<file path="src/rtl/audio_dac_serializer_if.sv">
// Sample write handshake between the audio top level and the DAC serializer.
// The master offers a signed stereo pair with write; the slave reports
// write_ready while it has room to accept another pair.
interface audio_dac_serializer_if #(
    parameter int DATA_WIDTH = 24
);
    logic                         write;
    logic signed [DATA_WIDTH-1:0] writedata_left;
    logic signed [DATA_WIDTH-1:0] writedata_right;
    logic                         write_ready;

    modport master (
        output write,
        output writedata_left,
        output writedata_right,
        input  write_ready
    );

    modport slave (
        input  write,
        input  writedata_left,
        input  writedata_right,
        output write_ready
    );
endinterface

</file>
<file path="src/rtl/audio_dac_serializer.sv">
// Codec-side DAC serializer: buffers stereo pairs in a small FIFO and shifts
// them out MSB-first in left-justified format, slaved to the codec-mastered
// AUD_BCLK / AUD_DACLRCK which are synchronized into the CLOCK_50 domain.
module audio_dac_serializer #(
    parameter int DATA_WIDTH  = 24,
    parameter int FIFO_DEPTH  = 4,
    parameter int SYNC_STAGES = 2
) (
    input  logic                          CLOCK_50,
    input  logic                          reset,
    audio_dac_serializer_if.slave         wr_if,
    input  logic                          AUD_BCLK,
    input  logic                          AUD_DACLRCK,
    output logic                          AUD_DACDAT,
    output logic [$clog2(FIFO_DEPTH):0]   fifo_count,
    output logic                          underflow
);

    localparam int PTR_W  = $clog2(FIFO_DEPTH);
    localparam int CNT_W  = PTR_W + 1;
    localparam int BCNT_W = $clog2(DATA_WIDTH + 1);

    typedef enum logic [1:0] {
        WAIT_FRAME = 2'd0,
        LEFT       = 2'd1,
        RIGHT      = 2'd2
    } state_t;

    state_t state;

    // Synchronizer chains; the history flop sits after the last stage so
    // edges are detected only on fully synchronized values.
    logic [SYNC_STAGES-1:0] bclk_sync;
    logic [SYNC_STAGES-1:0] lr_sync;
    logic                   bclk_hist;
    logic                   lr_hist;
    logic                   bclk_fall;
    logic                   lr_rise;
    logic                   lr_fall;

    // FIFO storage and bookkeeping
    logic signed [DATA_WIDTH-1:0] mem_left  [FIFO_DEPTH];
    logic signed [DATA_WIDTH-1:0] mem_right [FIFO_DEPTH];
    logic [PTR_W-1:0]             wr_ptr;
    logic [PTR_W-1:0]             rd_ptr;
    logic [CNT_W-1:0]             count_next;
    logic                         fifo_empty;
    logic                         push;
    logic                         pop;

    // Serializer state
    logic signed [DATA_WIDTH-1:0] shift_reg;
    logic signed [DATA_WIDTH-1:0] right_hold;
    logic [BCNT_W-1:0]            bit_cnt;
    logic                         enter_left;
    logic                         enter_right;

    // Synchronizers are left free-running through reset so a level that
    // was already high is never mistaken for a fresh edge afterwards.
    always_ff @(posedge CLOCK_50) begin
        bclk_sync <= {bclk_sync[SYNC_STAGES-2:0], AUD_BCLK};
        lr_sync   <= {lr_sync[SYNC_STAGES-2:0], AUD_DACLRCK};
        bclk_hist <= bclk_sync[SYNC_STAGES-1];
        lr_hist   <= lr_sync[SYNC_STAGES-1];
    end

    assign bclk_fall = bclk_hist & ~bclk_sync[SYNC_STAGES-1];
    assign lr_rise   = ~lr_hist & lr_sync[SYNC_STAGES-1];
    assign lr_fall   = lr_hist & ~lr_sync[SYNC_STAGES-1];

    // A falling LRCK seen while idle is ignored so output always opens on a left word.
    assign enter_left  = lr_rise && ((state == WAIT_FRAME) || (state == RIGHT));
    assign enter_right = lr_fall && (state == LEFT);

    assign fifo_empty = (fifo_count == '0);
    assign push       = wr_if.write && wr_if.write_ready;
    assign pop        = enter_left && !fifo_empty;

    // Next occupancy; a simultaneous push and pop cancel out.
    always_comb begin
        count_next = fifo_count;
        if (push && !pop) begin
            count_next = fifo_count + CNT_W'(1);
        end else if (!push && pop) begin
            count_next = fifo_count - CNT_W'(1);
        end
    end

    // Sample storage carries no reset; only the pointers define validity.
    always_ff @(posedge CLOCK_50) begin
        if (push) begin
            mem_left[wr_ptr]  <= wr_if.writedata_left;
            mem_right[wr_ptr] <= wr_if.writedata_right;
        end
    end

    // FIFO pointers, occupancy and the registered ready flag.
    always_ff @(posedge CLOCK_50) begin
        if (reset) begin
            wr_ptr            <= '0;
            rd_ptr            <= '0;
            fifo_count        <= '0;
            wr_if.write_ready <= 1'b0;
        end else begin
            if (push) begin
                wr_ptr <= wr_ptr + PTR_W'(1);
            end
            if (pop) begin
                rd_ptr <= rd_ptr + PTR_W'(1);
            end
            fifo_count        <= count_next;
            wr_if.write_ready <= (count_next < CNT_W'(FIFO_DEPTH));
        end
    end

    // Right sample of the popped pair waits here until LRCK falls.
    always_ff @(posedge CLOCK_50) begin
        if (!reset && enter_left) begin
            right_hold <= fifo_empty ? '0 : mem_right[rd_ptr];
        end
    end

    // Frame FSM and shifter; an LRCK load takes priority over a coincident BCLK shift.
    always_ff @(posedge CLOCK_50) begin
        if (reset) begin
            state     <= WAIT_FRAME;
            shift_reg <= '0;
            bit_cnt   <= '0;
            underflow <= 1'b0;
        end else begin
            underflow <= 1'b0;
            if (enter_left) begin
                state   <= LEFT;
                bit_cnt <= BCNT_W'(DATA_WIDTH);
                if (fifo_empty) begin
                    shift_reg <= '0;
                    underflow <= 1'b1;
                end else begin
                    shift_reg <= mem_left[rd_ptr];
                end
            end else if (enter_right) begin
                state     <= RIGHT;
                shift_reg <= right_hold;
                bit_cnt   <= BCNT_W'(DATA_WIDTH);
            end else if (bclk_fall && (state != WAIT_FRAME)) begin
                if (bit_cnt > BCNT_W'(1)) begin
                    shift_reg <= {shift_reg[DATA_WIDTH-2:0], 1'b0};
                    bit_cnt   <= bit_cnt - BCNT_W'(1);
                end else if (bit_cnt == BCNT_W'(1)) begin
                    // Word finished: pad the rest of the channel half with zeros.
                    shift_reg <= '0;
                    bit_cnt   <= '0;
                end
            end
        end
    end

    assign AUD_DACDAT = shift_reg[DATA_WIDTH-1];

endmodule

</file>
<file path="src/flat_wrapper.sv">
// flat-port wrapper written by rule: the top's interface ports become plain ports
module audio_dac_serializer_flat 
#(
    parameter int DATA_WIDTH  = 24,
    parameter int FIFO_DEPTH  = 4,
    parameter int SYNC_STAGES = 2
)
  (CLOCK_50, reset, AUD_BCLK, AUD_DACLRCK, AUD_DACDAT, fifo_count, underflow, wr_if_write, wr_if_writedata_left, wr_if_writedata_right, wr_if_write_ready);
  audio_dac_serializer_if #(.DATA_WIDTH(DATA_WIDTH)) wr_if_i ();
  input  logic CLOCK_50;
  input  logic reset;
  input  logic AUD_BCLK;
  input  logic AUD_DACLRCK;
  output logic AUD_DACDAT;
  output logic [$clog2(FIFO_DEPTH):0] fifo_count;
  output logic underflow;
  input wire logic [$bits(wr_if_i.write)-1:0] wr_if_write;
  input wire logic [$bits(wr_if_i.writedata_left)-1:0] wr_if_writedata_left;
  input wire logic [$bits(wr_if_i.writedata_right)-1:0] wr_if_writedata_right;
  output wire logic [$bits(wr_if_i.write_ready)-1:0] wr_if_write_ready;
  assign wr_if_i.write = wr_if_write;
  assign wr_if_i.writedata_left = wr_if_writedata_left;
  assign wr_if_i.writedata_right = wr_if_writedata_right;
  assign wr_if_write_ready = wr_if_i.write_ready;
  audio_dac_serializer #(.DATA_WIDTH(DATA_WIDTH), .FIFO_DEPTH(FIFO_DEPTH), .SYNC_STAGES(SYNC_STAGES)) u_core (.CLOCK_50(CLOCK_50), .reset(reset), .wr_if(wr_if_i), .AUD_BCLK(AUD_BCLK), .AUD_DACLRCK(AUD_DACLRCK), .AUD_DACDAT(AUD_DACDAT), .fifo_count(fifo_count), .underflow(underflow));
endmodule
</file>
<file path="config.mk">
export PLATFORM = sky130hd
export DESIGN_NAME = audio_dac_serializer_flat
export DESIGN_NICKNAME = d
export VERILOG_FILES = /design/src/rtl/audio_dac_serializer_if.sv /design/src/rtl/audio_dac_serializer.sv /design/src/flat_wrapper.sv
export SDC_FILE = /design/constraint.sdc
export NUM_CORES = 1
export LEC_CHECK = 0
export CORE_MARGIN = 2
export CORE_UTILIZATION = 40
export DETAILED_ROUTE_END_ITERATION = 10
export SYNTH_ARGS = -nofsm -noshare
export SYNTH_HDL_FRONTEND = slang
export SYNTH_SLANG_ARGS = --single-unit
export TNS_END_PERCENT = 10
</file>
<file path="constraint.sdc">
create_clock -name CLOCK_50 -period 5.85 [get_ports CLOCK_50]
set_input_delay 1.17 -clock CLOCK_50 [delete_from_list [all_inputs] [get_ports CLOCK_50]]
set_output_delay 1.17 -clock CLOCK_50 [all_outputs]
set_load 0.01 [all_outputs]
</file>
==> impl_metrics.tcl <==
set metrics [dict create \
    worst-path-buf-inv 2 \
    timing.rr.end "u_core.fifo_count[2]$_SDFF_PP0_" \
    ctsHoldBuffers 0 \
    end_kind "register" \
    design_area_sq_um 12000 \
    cts_setup_buffers 0 \
    clkTransAtPathRegs_ns 0.06 \
    synthCells 592 \
    instances_no_fill 1000 \
    async_reset_ff_frac 0 \
    initial_core_util 0.408 \
    ff2ff_setup_slack_ns 2.53 \
    h-tree-depth 1 \
    overflow 0 \
    rsz0062_at_grt "no" \
    finalSetupTns_ns 0 \
    routed_wl_microns 19500 \
    regArea_sq_um 7450 \
    layout_commonest_cell "edfxtp_1" \
    num_io_pins 59 \
    period_minus_slack_ns 3.32 \
    multiInputGateArea_sq_um 2650 \
    grtUsageMet1 0.204 \
    p_leak_nw 3.76 \
    cts_resized 0 \
    insertion_delay_ns 0.53 \
    synth-compound-area-share 0.0716 \
    postRouteAntennaNets 0 \
    path_max_fanout 27 \
    avgSynthCellArea_sq_um 17.4 \
    hold_depth 0 \
    holdPathEnd "u_core.bclk_sync[1]$_DFF_P_" \
    finalCritPeriodShare 0.567 \
    cp_cell_sequence "inv_1, ha_1, nand2b_1, and2_1, inv_1, ha_1, and3b_1, a21oi_1, xnor2_1, nor2b_1" \
    row_count 58 \
    grt_util_met3 0.0239 \
    powerDensity_nw_per_um2 336 \
    peakVddDrop_uv 155 \
    synth_xor_area_frac 0.00340 \
    nNetsFinal 713 \
    status "finished, final reports clean" \
    layout-drive-gt1-share 0.160 \
    critPathLaunchType "register" \
    r2r-start "u_core.fifo_count[0]$_SDFFE_PP0P_" \
    synth_cell_type_count 47 \
    place_congestion 0.711 \
    first_pass_iters 4 \
    setup_viol 0 \
    cts_tree "done" \
    fmax_mhz 302 \
    synth_top_family_by_area "multiplexers" \
    reg2reg_depth 10 \
    wl_per_cell_microns 19.5 \
    top_regs "u_core.mem_left x96, u_core.mem_right x96" \
    synthAdderAreaFrac 0.0134 \
    grt_start_max_net_pins 49 \
    grt_first_pass_wirelength_microns 31300 \
    dp_hpwl_microns 11800 \
    root_buffer "clkbuf_16" \
    path_delay_family "simple AND/OR/NAND/NOR gates" \
    num_vias 5351 \
    drt-initial-drc-count 454 \
    final_cell_mix "216 x edfxtp_1, 58 x clkdlybuf4s50_1, 48 x mux4_2" \
    muxShareOfSynthArea 0.107 \
    clockBufferDepth 3 \
    antennaDiodeCount 0 \
    arrival_ns 3.77 \
    slowest_stage "and2_1" \
    grt_busiest_layer "met2" \
    dp.cells 950 \
    antenna_found_initial 0 \
    required_ns 6.30 \
    design.core.area_sq_um 25300 \
    cts_inserted_buffers 27 \
    io_buffers 58 \
    viasPerCell 5.35 \
    dieArea_sq_um 27000 \
    crit_path_start "u_core.fifo_count[0]$_SDFFE_PP0P_" \
    synth_enable_flop_cells 216 \
    syn-num-nets 656 \
    ys_seq_area_frac 0.723 \
    drc 0 \
    dp_slack_ns 2.45 \
    hp-start "u_core.bclk_sync[0]$_DFF_P_" \
    finalHoldViolCount 0 \
    n_fill_cell 2153 \
    areaGrowthSynthToFinish_pct 17.1 \
    die_h_microns 164 \
    synth_flop_cell "edfxtp_1" \
    ys_warn_count 0 \
    grt_pass1_vias 5665 \
    grt_usage 0.150 \
    relSlewSlack 0.192 \
    hp-class "reg -> reg" \
    die_w_microns 164 \
    ys_ff_latch 264 \
    slew_violations 0 \
    worst_slew_pin_slew_ns 1.21 \
    critical_path_class "reg -> reg" \
    dpl_cell_area_sq_um 11200 \
    fin_ws_ns 2.53 \
    synth-simple-area-share 0.0613 \
    cp_slowest_stage_delay_ns 0.96 \
    max-cap-violations 0 \
    skew_ns 0.0135 \
    grt_util_met2 0.252 \
    clkSinkCount 264 \
    netlist_area_sq_um 10300 \
]
[cells by family (layout without fill, tap and decap cells)]
logic type / after synthesis / after routing
AOI/OAI and AO/OA: 101 / 101
adders and majority gates: 11 / 11
xor gates and xnor gates: 4 / 4
and+or+nand+nor: 117 / 117
buffers and inverters: 45 / 123
DFF: 264 / 264
muxes: 50 / 50
[where the power goes]
part	switching (mW)	leakage [nW]	internal (mW)
Clock	0.656	0.426	1.01
Combinational	0.130	0.973	0.121
Sequential	0.0349	2.37	2.10
[worst max-delay path by stage]
stage                     depth (start not counted)  slack (ns)                            endpoint
after global placement                            3        2.58    u_core.mem_left[3][10]$_DFFE_PP_
after global routing                             10        2.11     u_core.fifo_count[2]$_SDFF_PP0_
after floorplan                                   3        2.83  u_core.right_hold[0]$_SDFFCE_PP0P_
after detailed placement                         10        2.45     u_core.fifo_count[2]$_SDFF_PP0_
after CTS                                        10        2.44     u_core.fifo_count[2]$_SDFF_PP0_
final                                            10        2.53     u_core.fifo_count[2]$_SDFF_PP0_
[routing by layer]
metal | wire, microns | vias to the layer above
met1 | 8560 | 2732
met4 | 353 | 0
met5 | 0 | -
met3 | 915 | 29
li1 | - | 2463
met2 | 9680 | 127
[layout make-up]
class | count | area share
flip-flops and latches | 264 | 0.618
multi-input cells | 283 | 0.220
clock buffers | 37 | 0.0609
repair buffers | 65 | 0.0525
well taps | 330 | 0.0343
clock inverters | 13 | 0.0117
inverters | 8 | 0.00249
[stage by stage]
| step | hold slack, ns | util | power, mW |
|---|---|---|---|
| floorplan | 0.310 | - | 2.32 |
| global placement | 0.320 | 0.442 | 2.42 |
| detailed placement | 0.323 | 0.442 | 2.43 |
| CTS | 0.341 | 0.477 | 4.10 |
| global route | 0.342 | 0.477 | 4.21 |
| finish | 0.334 | 0.477 | 4.05 |
[cells in the mapped netlist (2+ instances only)]
cell | instances | area share
nand2_1 | 29 | 0.011
xnor2_1 | 3 | 0.0026
buf_1 | 2 | 0.00073
a21boi_0 | 13 | 0.0095
and3_1 | 4 | 0.0024
o21ai_0 | 12 | 0.0058
edfxtp_1 | 216 | 0.63
nor2b_1 | 2 | 0.0012
and2_1 | 25 | 0.015
inv_1 | 8 | 0.0029
o211ai_1 | 10 | 0.0073
or3_1 | 3 | 0.0018
a211oi_1 | 15 | 0.011
dfxtp_1 | 48 | 0.093
buf_2 | 13 | 0.0063
mux2i_1 | 2 | 0.0019
nor2_1 | 11 | 0.0040
clkbuf_1 | 16 | 0.0058
o21ai_1 | 2 | 0.00097
nand2b_1 | 2 | 0.0012
a21oi_1 | 8 | 0.0039
nor3_1 | 29 | 0.014
mux4_2 | 48 | 0.11
nand3_1 | 2 | 0.00097
a311oi_1 | 11 | 0.0094
a21o_1 | 10 | 0.0073
a22oi_1 | 14 | 0.010
buf_4 | 5 | 0.0036
ha_1 | 11 | 0.013
Note: power is estimated with default switching activity, not from simulation.
